`src/rtl/uart_cmd_comm.sv`:
```
// uart_cmd_comm: host-side 8N1 UART front end.
// Receives bytes on RX and assembles each group of three into a 24-bit command
// (first byte in [23:16]); serializes single response bytes onto TX.
// Ports:
//   clk, rst_n          system clock, asynchronous active-low reset
//   RX / TX             serial in from host / serial out to host (idle high)
//   cmd, cmd_rdy        assembled command and its pending flag
//   clr_cmd_rdy         one-clock pulse clearing cmd_rdy
//   resp_data, send_resp  response byte and its one-clock send request
//   resp_sent           one-clock pulse when the stop bit has been sent
module uart_cmd_comm #(
  parameter int unsigned BAUD_DIV = 2604,
  parameter int unsigned FRAME_TO = 1_000_000
) (
  input  logic        clk,
  input  logic        rst_n,
  input  logic        RX,
  output logic        TX,
  output logic [23:0] cmd,
  output logic        cmd_rdy,
  input  logic        clr_cmd_rdy,
  input  logic [7:0]  resp_data,
  input  logic        send_resp,
  output logic        resp_sent
);

  localparam int unsigned CNT_W = 16;
  localparam int unsigned TO_W  = 24;
  localparam logic [CNT_W-1:0] BIT_LAST  = CNT_W'(BAUD_DIV - 1);
  localparam logic [CNT_W-1:0] HALF_LAST = CNT_W'(BAUD_DIV / 2 - 1);
  localparam logic [TO_W-1:0]  TO_LIMIT  = TO_W'(FRAME_TO);

  typedef enum logic [1:0] {RX_IDLE, RX_START, RX_DATA, RX_STOP} rx_state_t;
  typedef enum logic {TX_IDLE, TX_XMIT} tx_state_t;

  // ---------------------------------------------------------------- RX side
  logic             rx_meta, rx_sync, rx_prev;
  rx_state_t        rx_state, rx_state_nxt;
  logic [CNT_W-1:0] rx_cnt, rx_cnt_nxt;
  logic [2:0]       rx_bits, rx_bits_nxt;
  logic [7:0]       rx_shift, rx_shift_nxt;
  logic             rx_byte_ok, rx_byte_ok_nxt;
  logic             rx_frame_err, rx_frame_err_nxt;

  logic [1:0]       byte_cnt;
  logic [TO_W-1:0]  to_cnt;

  // RX synchronizer plus a delayed copy for falling-edge detection
  always_ff @(posedge clk or negedge rst_n) begin
    if (!rst_n) begin
      rx_meta <= 1'b1;
      rx_sync <= 1'b1;
      rx_prev <= 1'b1;
    end else begin
      rx_meta <= RX;
      rx_sync <= rx_meta;
      rx_prev <= rx_sync;
    end
  end

  // RX FSM state and datapath registers
  always_ff @(posedge clk or negedge rst_n) begin
    if (!rst_n) begin
      rx_state     <= RX_IDLE;
      rx_cnt       <= '0;
      rx_bits      <= '0;
      rx_shift     <= '0;
      rx_byte_ok   <= 1'b0;
      rx_frame_err <= 1'b0;
    end else begin
      rx_state     <= rx_state_nxt;
      rx_cnt       <= rx_cnt_nxt;
      rx_bits      <= rx_bits_nxt;
      rx_shift     <= rx_shift_nxt;
      rx_byte_ok   <= rx_byte_ok_nxt;
      rx_frame_err <= rx_frame_err_nxt;
    end
  end

  // RX next-state: half-bit start check, then one sample per bit period
  always_comb begin
    rx_state_nxt     = rx_state;
    rx_cnt_nxt       = rx_cnt + CNT_W'(1);
    rx_bits_nxt      = rx_bits;
    rx_shift_nxt     = rx_shift;
    rx_byte_ok_nxt   = 1'b0;
    rx_frame_err_nxt = 1'b0;
    case (rx_state)
      RX_IDLE: begin
        rx_cnt_nxt  = '0;
        rx_bits_nxt = '0;
        if (!rx_sync && rx_prev) rx_state_nxt = RX_START;
      end
      RX_START: begin
        if (rx_cnt == HALF_LAST) begin
          rx_cnt_nxt   = '0;
          rx_state_nxt = rx_sync ? RX_IDLE : RX_DATA;
        end
      end
      RX_DATA: begin
        if (rx_cnt == BIT_LAST) begin
          rx_cnt_nxt   = '0;
          rx_shift_nxt = {rx_sync, rx_shift[7:1]};
          rx_bits_nxt  = rx_bits + 3'd1;
          if (rx_bits == 3'd7) rx_state_nxt = RX_STOP;
        end
      end
      RX_STOP: begin
        if (rx_cnt == BIT_LAST) begin
          rx_cnt_nxt       = '0;
          rx_state_nxt     = RX_IDLE;
          rx_byte_ok_nxt   = rx_sync;
          rx_frame_err_nxt = !rx_sync;
        end
      end
      default: rx_state_nxt = RX_IDLE;
    endcase
  end

  // Command assembly, pending flag and partial-frame timeout.
  // A set in the same cycle as clr_cmd_rdy wins because it is written last.
  always_ff @(posedge clk or negedge rst_n) begin
    if (!rst_n) begin
      cmd      <= '0;
      cmd_rdy  <= 1'b0;
      byte_cnt <= '0;
      to_cnt   <= '0;
    end else begin
      if (clr_cmd_rdy) cmd_rdy <= 1'b0;
      if (rx_byte_ok) begin
        to_cnt <= '0;
        if (!cmd_rdy) begin
          case (byte_cnt)
            2'd0:    cmd[23:16] <= rx_shift;
            2'd1:    cmd[15:8]  <= rx_shift;
            default: cmd[7:0]   <= rx_shift;
          endcase
          if (byte_cnt == 2'd2) begin
            byte_cnt <= '0;
            cmd_rdy  <= 1'b1;
          end else begin
            byte_cnt <= byte_cnt + 2'd1;
          end
        end
      end else if (rx_frame_err) begin
        byte_cnt <= '0;
        to_cnt   <= '0;
      end else if (byte_cnt == 2'd0) begin
        to_cnt <= '0;
      end else if (to_cnt == TO_LIMIT) begin
        byte_cnt <= '0;
        to_cnt   <= '0;
      end else if (rx_state == RX_IDLE) begin
        to_cnt <= to_cnt + TO_W'(1);
      end
    end
  end

  // ---------------------------------------------------------------- TX side
  tx_state_t        tx_state, tx_state_nxt;
  logic [CNT_W-1:0] tx_cnt, tx_cnt_nxt;
  logic [3:0]       tx_bits, tx_bits_nxt;
  logic [8:0]       tx_shift, tx_shift_nxt;   // data bits then stop bit
  logic             tx_line_nxt, resp_sent_nxt;

  // TX FSM state and registered line/pulse outputs
  always_ff @(posedge clk or negedge rst_n) begin
    if (!rst_n) begin
      tx_state  <= TX_IDLE;
      tx_cnt    <= '0;
      tx_bits   <= '0;
      tx_shift  <= '0;
      TX        <= 1'b1;
      resp_sent <= 1'b0;
    end else begin
      tx_state  <= tx_state_nxt;
      tx_cnt    <= tx_cnt_nxt;
      tx_bits   <= tx_bits_nxt;
      tx_shift  <= tx_shift_nxt;
      TX        <= tx_line_nxt;
      resp_sent <= resp_sent_nxt;
    end
  end

  // TX next-state: start bit driven on accept, then one bit per period
  always_comb begin
    tx_state_nxt  = tx_state;
    tx_cnt_nxt    = tx_cnt + CNT_W'(1);
    tx_bits_nxt   = tx_bits;
    tx_shift_nxt  = tx_shift;
    tx_line_nxt   = TX;
    resp_sent_nxt = 1'b0;
    case (tx_state)
      TX_IDLE: begin
        tx_cnt_nxt  = '0;
        tx_bits_nxt = '0;
        tx_line_nxt = 1'b1;
        if (send_resp) begin
          tx_shift_nxt = {1'b1, resp_data};
          tx_line_nxt  = 1'b0;
          tx_state_nxt = TX_XMIT;
        end
      end
      TX_XMIT: begin
        if (tx_cnt == BIT_LAST) begin
          tx_cnt_nxt = '0;
          if (tx_bits == 4'd9) begin
            tx_state_nxt  = TX_IDLE;
            tx_line_nxt   = 1'b1;
            resp_sent_nxt = 1'b1;
          end else begin
            tx_line_nxt  = tx_shift[0];
            tx_shift_nxt = {1'b1, tx_shift[8:1]};
            tx_bits_nxt  = tx_bits + 4'd1;
          end
        end
      end
      default: tx_state_nxt = TX_IDLE;
    endcase
  end

endmodule

```
`config.mk`:
```
export PLATFORM = sky130hd
export DESIGN_NAME = uart_cmd_comm
export DESIGN_NICKNAME = d
export VERILOG_FILES = /design/src/rtl/uart_cmd_comm.sv
export SDC_FILE = /design/constraint.sdc
export NUM_CORES = 1
export LEC_CHECK = 0
export CAP_MARGIN = 40
export CORE_MARGIN = 3
export CORE_UTILIZATION = 47
export DETAILED_ROUTE_END_ITERATION = 12
export PLACE_DENSITY = 0.66
export SLEW_MARGIN = 20
export SYNTH_ARGS = -nofsm -noshare
export SYNTH_HDL_FRONTEND = slang
export SYNTH_SLANG_ARGS = --single-unit
```
`constraint.sdc`:
```
create_clock -name clk -period 5 [get_ports clk]
set_clock_uncertainty 0.1 [all_clocks]
set_input_delay 1 -clock clk [delete_from_list [all_inputs] [get_ports clk]]
set_output_delay 1 -clock clk [all_outputs]
set_load 0.01 [all_outputs]
```
## Word level (Yosys, flattened, before mapping)

Cells that the tools add are included.

- Equality and inequality tests: 21
- Reduce and logical (&&, ||, !) cells: 18
- Mux-type cells: 51
- Bitwise operators: 3
- Add/sub/neg operators: 6

Operators by type and width:

| operator | number |
|---|---|
| $mux W24 | 5 |
| $mux W16 | 3 |
| $pmux W16 S3 | 1 |
| $add A16 B1 Y16 const B | 2 |
| $eq A16 B12 Y1 const B | 2 |
| $pmux W16 S2 | 1 |
| $mux W9 | 3 |
| $add A24 B1 Y24 const B | 1 |
| $eq A24 B20 Y1 const B | 1 |
| $mux W2 | 12 |
| $pmux W9 S2 | 1 |
| $mux W1 | 17 |
| $eq A16 B11 Y1 const B | 1 |
| $ne A2 B2 Y1 const B | 8 |
| $reduce_and A3 Y1 | 5 |
| $mux W4 | 2 |
| $pmux W2 S4 | 1 |
| $pmux W4 S2 | 1 |
| $eq A2 B2 Y1 const B | 3 |
| $pmux W3 S2 | 1 |
| $reduce_and A2 Y1 | 3 |
| $reduce_and A5 Y1 | 1 |
| $reduce_bool A5 Y1 | 1 |
| $add A4 B1 Y4 const B | 1 |
| other kinds (16) | 22 |

- Input port bits: 13
- Logic and storage cells: 120
- Output and inout bits: 27
- Register bits after elaboration: 117

## Longest topological paths before layout

Gate-level depths: netlist (run 1).

- Depth in word-level cells: 6
- Depth in mapped cells: 8
- Gate-level depth less buffers: 7

## Least setup slack after synthesis (run 1)

OpenSTA, ideal clock, no wires.

- Path kind: reg-to-reg
- Start: reg rx_cnt[12]
- End: reg rx_cnt[15]
- Path buffers: 1
- Clock period less this slack: 2.095 ns
- Library setup time: 0.119 ns
- Required time: 4.781 ns
- Cell stages (with the launch flop): 7
- Slack: 2.905 ns
- Data arrival time: 1.877 ns
- Cell sequence: dfrtp_1 nor4_4 nand2_2 or4_4 a22oi_4 buf_6 nor2_1

- Cells in the longest elaborated chain, start to end: 3
- Elaborated cells between the ends (all ways): 6
- Those cells by class: add/sub (1); eq/ne (2); mux (3)

Ends and longest elaborated chain:

| what | line | text |
|---|---|---|
| start: declaration | 39 | `logic [CNT_W-1:0] rx_cnt, rx_cnt_nxt;` |
| start signal: assignment | 72 | `rx_cnt <= rx_cnt_nxt;` |
| $add A16 B1 Y16 (tied with other cells) | 83 | `rx_cnt_nxt = rx_cnt + CNT_W'(1);` |
| $mux W16 (on tied branches) | 101, 109, 95 |  |
| $pmux W16 S3 * | 88 | `case (rx_state)` |
| net rx_cnt_nxt[15] | 39 |  |

The timed path passes the listed nets; every way through them passes the cells marked *.
A chain may end at the register's enable or synchronous reset.

## Worst setup path after layout (run 1)

- Start: reg TX
- End: out TX

RTL lines:

| what | line | text |
|---|---|---|
| start: declaration | 18 | `output logic TX,` |
| start signal: assignment | 180 | `TX <= tx_line_nxt;` |

No word-level cell between the ends.

==> results of run 1 <==
[layout by cell type (no fill, tap or decap), drive strengths merged, types with 5 or more instances in the layout]
master	n
inv	14
xor2	22
xnor2	29
a21oi	7
nor4	5
nand3	30
ha	9
mux2i	9
and4	6
and3	8
nand4	15
clkdlybuf4s50	38
mux2	32
nor4b	7
dfrtp	113
nand2	36
nor3	15
clkbuf	26
o221a	8
nor2	71
nor3b	6
[cell families after synthesis]
family | count (synthesis) | share of synthesized area [%]
mux | 41 | 8.310
fa+ha+maj | 9 | 2.078
compound gates | 32 | 4.779
xor+xnor | 51 | 8.241
buf+inv | 25 | 1.893
flops | 117 | 54.11
simple gates | 214 | 20.59
[worst max-delay path by stage]
stage,start,end,slack [ns],cells after the start
2_1_floorplan,rx_cnt[12],rx_cnt[15],2.90,6
3_3_place_gp,send_resp,tx_shift[1],2.58,4
3_5_place_dp,send_resp,tx_shift[1],2.54,4
4_1_cts,TX,TX,2.41,1
5_1_grt,TX,TX,2.39,1
6_report,TX,TX,2.42,1
[report_power, final]
group	switching, uW	internal, uW	leakage [uW]
Clock	380	753	0.000272
Sequential	81.3	1010	0.00157
Combinational	98.2	90.0	0.000969
Total	559	1860	0.00281
[through the flow]
| stage | total power [uW] | cell area (um2) | hold slack [ns] | instances |
|---|---|---|---|---|
| 2_1_floorplan | 1224 | 5420 | 0.2452 | 489 |
| 6_report | 2415 | 6519 | 0.2557 | 691 |
| 3_5_place_dp | 1296 | 5964 | 0.2509 | 660 |
| 4_1_cts | 2441 | 6519 | 0.2600 | 691 |
| 5_1_grt | 2530 | 6519 | 0.2633 | 691 |
| 3_3_place_gp | 1285 | 5956 | 0.2479 | 660 |
[per-layer routing]
metal / GRT usage (%) / wire [um] / vias up
met5: 0 / 0 / -
met4: 7.452 / 129 / 0
met3: 4.615 / 374 / 15
met2: 27.88 / 4898 / 65
met1: 21.69 / 4762 / 1825
li1: - / - / 1824
[registers in the layout, summed over array words and instances, names as in the netlist, 2 cells and up, named ones only]
register and flops:
rx_shift 8, rx_cnt 16, rx_bits 3, tx_bits 4
tx_cnt 16, to_cnt 24, tx_shift 9, cmd 24
byte_cnt 2
[final cells by class]
| class | count | share of cell area (%) |
|---|---|---|
| Inverter | 14 | 0.8061 |
| Clock buffer | 26 | 7.351 |
| Tap cell | 140 | 2.687 |
| Timing Repair Buffer | 42 | 6.296 |
| Sequential cell | 117 | 44.99 |
| Multi-Input combinational cell | 347 | 36.72 |
| Clock inverter | 5 | 1.152 |
[worst register-to-register path, delay by kind of cell, from the launching register on]
family	cells	cell delay, ns
flip-flops	1	0.45
AO/OA/AOI/OAI	2	0.88
AND/OR/NAND/NOR	2	0.80
==> impl_metrics.tcl, run 1 <==
set metrics [dict create \
    syn_area_mm2 0.005420 \
    port_buffers 39 \
    maxCapViolCount 0 \
    crit_family "flip-flops" \
    period_minus_slack_ns 2.578 \
    cts_tree "built" \
    die-area_mm2 0.01286 \
    register_area_mm2 0.002933 \
    syn_avg_cell_area_um2 11.08 \
    core_region_area_mm2 0.01103 \
    synth.most_common_cell "dfrtp_1" \
    end_kind "output pin" \
    vias_per_cell 5.397 \
    clk-insertion-delay-late_ns 0.40 \
    synth-main-ff-cell "dfrtp_1" \
    r2r_start "tx_cnt[2]" \
    ys_types 46 \
    synth_top_area_share_pct 52.17 \
    tightest_slew_ns 0.7020 \
    syn_nets 511 \
    fp.dieW_um 113.4 \
    hold_depth 0 \
    nFillCells 914 \
    gp_congestion 0.7888 \
    grt_pass1_wl_mm 17.63 \
    cts_root_buffer "clkbuf_16" \
    rrSetupSlack_ns 2.71 \
    gr-total-overflow 0 \
    multiInputGateArea_mm2 0.002394 \
    n_antenna_cell 0 \
    postCtsHoldBufs 0 \
    rsz0062_at_grt "false" \
    yosysTopAreaCell "dfrtp_1" \
    netlist_top_cells_count "113 x dfrtp_1, 71 x nor2_1, 35 x nand2_1" \
    critPathMaxStageDelay_ns 0.54 \
    synth-seq-area-share_pct 54.11 \
    hpwl_mm 6.824 \
    fin_setup_tns_ns 0 \
    areaGrowthSynthToFinish_pct 20.27 \
    antenna_found_initial 0 \
    crit_arrival_ns 1.48 \
    grt_max_degree 46 \
    async_flop_share_pct 100.0 \
    wire_per_inst_um 14.71 \
    p_leak_uw 0.002808 \
    post_cts_buffers 0 \
    firstDrtPassIters 4 \
    maxSlewHeadroom_pct 53.00 \
    fin_util_pct 59.10 \
    die_y_um 113.4 \
    clk_pin_slew_ns 0.05 \
    start_util_pct 49.14 \
    dpl_worst_slack_ns 2.545 \
    drt_iter0_drc 208 \
    routed_wl_mm 10.17 \
    crit_path_start_kind "flip-flop" \
    hold_violations 0 \
    status "finished clean" \
    critPathBufInv 1 \
    dr_total_vias 3729 \
    setup_violations 0 \
    worst_slack_ns 2.422 \
    yosysWarnings 0 \
    r2r_end "tx_shift[2]" \
    drc 0 \
    min_to "rx_sync" \
    ios 40 \
    fmax_mhz 388.0 \
    crit_chain "clkdlybuf4s50_1" \
    cp_max_fo 2 \
    cts_buffers 17 \
    irDropWorstVdd_mv 0.4394 \
    synth_area_leaders "dfrtp_1 52%, mux2_2 6.6%, nor2_1 4.9%, xnor2_1 4.7%, xor2_1 3.6%" \
    synth-seq-cells 117 \
    drive_gt1_share_pct 14.34 \
    slowest_stage "dfstp_2" \
    reg2regPathDepth 4 \
    min_path_type "reg2reg" \
    clock-sinks 117 \
    synth_edf_count 0 \
    path_class "reg2out" \
    netlist_instances 489 \
    cts_resized 0 \
    cp.required_ns 3.90 \
    cts_buffer_depth 2 \
    nets 561 \
    hp-start "rx_meta" \
    grt_pass1_vias 3791 \
    grt_use_total_pct 17.16 \
    slew_violations 0 \
    cts_max_level 4 \
    power_density_mw_per_mm2 370.5 \
    postRouteAntennaNets 0 \
    row_count 38 \
    finalCritPeriodShare_pct 51.55 \
]
Note: power is estimated with default switching activity, not from simulation.
==> run 2, diff against run 1 <==
- PLACE_DENSITY: 0.66 -> 0.69
- clock period: 5 -> 2.15 ns (I/O delays scaled with it)
==> run 2 against run 1 <==
  * Cell count increased by 2.6%
  * Wire length up 4.3%
  * Via count up 3.3%
  * Sequential share of layout area shrank 1.5 points
  * Count of clock-buffer cells in the layout shrank 4
  * Global-route usage up 0.79 points
  * Die area is the same
  * Sequential cell count is the same
==> impl_metrics.tcl, run 2 (synthesized netlist as in run 1, its figures left out) <==
set metrics [dict create \
    crit_chain "nor4_4 -> nand2_2 -> or4_4 -> a22oi_4 -> buf_4 -> nor2_1" \
    final_cell_mix "111 x dfrtp_1, 71 x nor2_1, 38 x clkdlybuf4s50_1, 35 x nand2_1, 32 x mux2_2" \
    grt_use_total_pct 17.95 \
    cp.required_ns 2.34 \
    fp.dieW_um 113.4 \
    period_minus_slack_ns 2.068 \
    routed_wl_mm 10.60 \
    reg.largest.list "cmd (24), to_cnt (24)" \
    firstDrtPassIters 4 \
    areaGrowthSynthToFinish_pct 24.47 \
    nFillCells 899 \
    drive_gt1_share_pct 18.63 \
    maxCapViolCount 0 \
    instances_no_fill 709 \
    gp_congestion 0.7791 \
    grt_pass1_vias 4008 \
    hold_violations 0 \
    port_buffers 39 \
    grt_pass1_wl_mm 18.50 \
    register_area_mm2 0.002935 \
    dr_total_vias 3851 \
    antenna_found_initial 0 \
    vias_per_cell 5.432 \
    grt_max_degree 55 \
    slowest_stage "or4_4" \
    cts_tree "built" \
    clk_pin_slew_ns 0.05 \
    dp_cells 676 \
    core_region_area_mm2 0.01103 \
    clock-sinks 117 \
    row_count 38 \
    cts_buffers 17 \
    start_util_pct 49.14 \
    final_common_cell "dfrtp_1" \
    p_leak_uw 0.002935 \
    multiInputGateArea_mm2 0.002397 \
    drt_iter0_drc 192 \
    cts_buffer_depth 2 \
    clk-insertion-delay-late_ns 0.41 \
    critPathMaxStageDelay_ns 0.58 \
    die-area_mm2 0.01286 \
    cts_root_buffer "clkbuf_16" \
    dpl_cell_area_mm2 0.006101 \
    irDropWorstVdd_mv 0.7473 \
    die_y_um 113.4 \
    nets 579 \
    worst_slack_ns 0.08234 \
    design_area_mm2 0.006746 \
    ios 40 \
    postRouteAntennaNets 0 \
    fmax_mhz 483.6 \
    n_antenna_cell 0 \
    finalPower_uw 5896 \
    slew_violations 0 \
    end_kind "flip-flop" \
    wire_per_inst_um 14.95 \
    setup_violations 0 \
    cp_max_fo 6 \
    cts_max_level 4 \
    tightest_slew_ns 0.5179 \
    status "finished clean" \
    finalCritPeriodShare_pct 96.17 \
    min_path_type "reg2reg" \
    drc 0 \
    crit_path_start_kind "flip-flop" \
    dpl_worst_slack_ns 0.05251 \
    crit_arrival_ns 2.26 \
    maxSlewHeadroom_pct 65.20 \
    hpwl_mm 7.173 \
    path_class "reg2reg" \
    power_density_mw_per_mm2 873.9 \
    gr-total-overflow 0 \
]
## run 2: what timing repair did
action / in CTS / in global routing
resized for setup: 0 / 5
hold buffers: 1 / 0
setup buffers: 0 / 1
endpoints found under the hold margin: 13 / 0
endpoints found under the setup margin: 0 / 23
## run 2: metrics by stage
stage           TNS (ns)  hold slack (ns)  utilization, %
5_1_grt        -0.003750           0.2575           61.16
3_3_place_gp           0           0.2130           55.31
6_report               0           0.2492           61.16
3_5_place_dp           0           0.2166           55.31
2_1_floorplan          0          0.03441               -
4_1_cts                0           0.2513           60.92
## run 2: layer usage
layer  up-vias  global-route usage (%)  share of wire (%)
li1       1857                       -                  -
met1      1909                   22.25                 44
met2        74                   29.86                 50
met3        11                   5.570                4.4
met4         0                   6.330                1.3
met5         -                       0                  0
## run 2: cell type report
cell class / count / area share (%)
clock buffers: 22 / 7.177
repair buffers: 60 / 8.550
well taps: 140 / 2.596
inverters: 14 / 0.7789
clock inverters: 9 / 1.855
flip-flops and latches: 117 / 43.51
multi-input cells: 347 / 35.53
## run 2: worst paths after layout
path	from	to	slack, ns	cells after the start
worst max-delay path	rx_cnt[14]	rx_cnt[5]	0.08	6
worst min-delay path	rx_meta	rx_sync	0.25	0
worst max register to register	rx_cnt[14]	rx_cnt[5]	0.08	6
worst min register to register	rx_meta	rx_sync	0.25	0
max in group asynchronous	rst_n	rx_prev	1.02	3
min in group asynchronous	rst_n	tx_shift[6]	0.32	2
## run 2: critical path, delay by kind of cell (launching register included)
family / cells / cell delay, ns
DFF: 1 / 0.41
and+or+nand+nor: 4 / 1.03
buffers and inverters: 1 / 0.18
AOI/OAI and AO/OA: 1 / 0.23
## run 2: power by group
part / internal, uW / switching [uW] / total, uW
clock: 1930 / 941 / 2870
combinational: 244 / 247 / 491
sequential: 2350 / 182 / 2540
==> run 3, diff against run 2 <==
- CORE_ASPECT_RATIO: not set -> 1.75
==> run 3 against run 2 <==
  * Non-clock buffer count up 5
  * Setup slack worse by 0.0039 ns
  * Die area up 0.39%
  * Sequential cell count unchanged
  * First-iteration DRC count down 21%
  * Wire length up 5.3%
  * Critical path depth unchanged
  * Clock power down 3%
  * Cell count down 0.28%
  * Combinational power up 7.3%
  * Final area up 0.54%
  * Maximum frequency down 0.19%
  * Largest cell class unchanged
  * Largest power group unchanged
==> impl_metrics.tcl, run 3 (synthesized netlist as in run 1, its figures left out) <==
set metrics [dict create \
    fin_setup_tns_ns 0 \
    status "finished clean" \
    core_region_area_mm2 0.01123 \
    critPathLaunch "rx_cnt[12]" \
    grt_pass1_vias 4176 \
    critPathMaxStageDelay_ns 0.57 \
    vias_per_cell 5.574 \
    register_area_mm2 0.002934 \
    cts_buffer_depth 2 \
    hpwl_mm 7.689 \
    crit_family "simple AND/OR/NAND/NOR gates" \
    gp_congestion 0.7938 \
    rsz0062_at_grt "true" \
    crit_arrival_ns 2.27 \
    crit_chain "nor4_4 -> nand2_2 -> or4_4 -> a22oi_4 -> buf_12 -> nor2_1" \
    final_common_cell "dfrtp_1" \
    fmax_mhz 482.7 \
    hold_violations 0 \
    hp-start "rx_meta" \
    port_buffers 39 \
    grt_use_total_pct 19.05 \
    tightest_slew_ns 0.5516 \
    slowest_stage "or4_4" \
    die_y_um 148.1 \
    period_minus_slack_ns 2.072 \
    power_density_mw_per_mm2 861.5 \
    hold_ws_ns 0.2688 \
    end_kind "flip-flop" \
    ios 40 \
    postRouteAntennaNets 0 \
    areaGrowthSynthToFinish_pct 25.14 \
    cts_root_buffer "clkbuf_16" \
    finalCritPeriodShare_pct 96.35 \
    nFillCells 916 \
    firstDrtPassIters 4 \
    clock-sinks 117 \
    nets 584 \
    drive_gt1_share_pct 19.30 \
    setup_violations 0 \
    maxCapViolCount 0 \
    path_class "reg2reg" \
    grt_pass1_wl_mm 19.49 \
    start_util_pct 48.26 \
    min_path_type "reg2reg" \
    gr-total-overflow 0 \
    crit_path_start_kind "flip-flop" \
    clk-insertion-delay-late_ns 0.41 \
    drc 0 \
    die-area_mm2 0.01291 \
    grt_max_degree 38 \
    cp_max_fo 16 \
    final_cell_mix "112 x dfrtp_1, 71 x nor2_1, 38 x clkdlybuf4s50_1, 35 x nand2_1, 32 x mux2_2" \
    post_cts_buffers 0 \
    cp.required_ns 2.34 \
    multiInputGateArea_mm2 0.002391 \
    irDropWorstVdd_mv 0.7811 \
    routed_wl_mm 11.16 \
    maxSlewHeadroom_pct 62.94 \
    r2r_start "rx_cnt[12]" \
    n_antenna_cell 0 \
    clk_pin_slew_ns 0.05 \
    wire_per_inst_um 15.78 \
    reg.largest.list "cmd (24), to_cnt (24)" \
    cts_max_level 4 \
    dr_total_vias 3941 \
    row_count 51 \
    fp.dieW_um 87.18 \
    slew_violations 0 \
    cts_buffers 17 \
    critPathBufInv 1 \
    antenna_found_initial 0 \
    drt_iter0_drc 151 \
    cts_tree "built" \
    p_leak_uw 0.002956 \
]
run 3: cell count changes in the layout (fill, tap and decap cells not counted), moves of 2 or more:
cell	delta
buf_12	+3
inv_6	+2
clkinv_4	+4
clkinv_2	-2
clkbuf_8	-3
clkinvlp_4	+2
buf_4	+3
run 3: stage by stage:
| stage | total power (uW) | setup WS, ns | util (%) | area [um2] | std cells |
|---|---|---|---|---|---|
| 6_report | 5844 | 0.07846 | 60.39 | 6783 | 707 |
| 5_1_grt | 6079 | -0.004308 | 60.39 | 6783 | 707 |
| 4_1_cts | 5897 | 0.05996 | 60.33 | 6775 | 707 |
| 3_5_place_dp | 3088 | 0.1162 | 54.97 | 6173 | 674 |
| 3_3_place_gp | 3058 | 0.1412 | 54.97 | 6173 | 674 |
| 2_1_floorplan | 2846 | 0.05477 | - | 5420 | 489 |
run 3: per-layer routing:
metal | track usage, % | vias up | share of wire [%]
met2 | 34.86 | 61 | 57
met1 | 20.15 | 1984 | 39
met4 | 8.756 | 0 | 2.5
met5 | 0 | - | 0
li1 | - | 1870 | -
met3 | 4.324 | 26 | 2.3
run 3: path summary, 6_finish.rpt:
path                         endpoint  slack [ns]  cells after the start
max                        rx_cnt[12]        0.08                      6
min in group asynchronous  to_cnt[20]        0.44                      2
min                           rx_sync        0.27                      0
max reg2reg                rx_cnt[12]        0.08                      6
min reg2reg                   rx_sync        0.27                      0
max in group asynchronous          TX        0.90                      3
run 3: timing repair:
action,4_1_cts,5_1_grt
hold buffers,1,0
endpoints found under the hold margin,32,0
setup endpoints to repair,0,18
resized for setup,0,2
run 3: layout make-up:
type	count	share of cell area, %
flip-flops and latches	117	43.26
multi-input cells	347	35.25
repair buffers	65	9.555
clock buffers	18	6.475
well taps	132	2.435
clock inverters	14	2.250
inverters	14	0.7748
run 3: power by group:
group / total, uW / internal [uW] / switching (uW)
clock: 2790 / 1740 / 1040
combinational: 527 / 260 / 266
sequential: 2530 / 2350 / 179
total: 5840 / 4350 / 1490
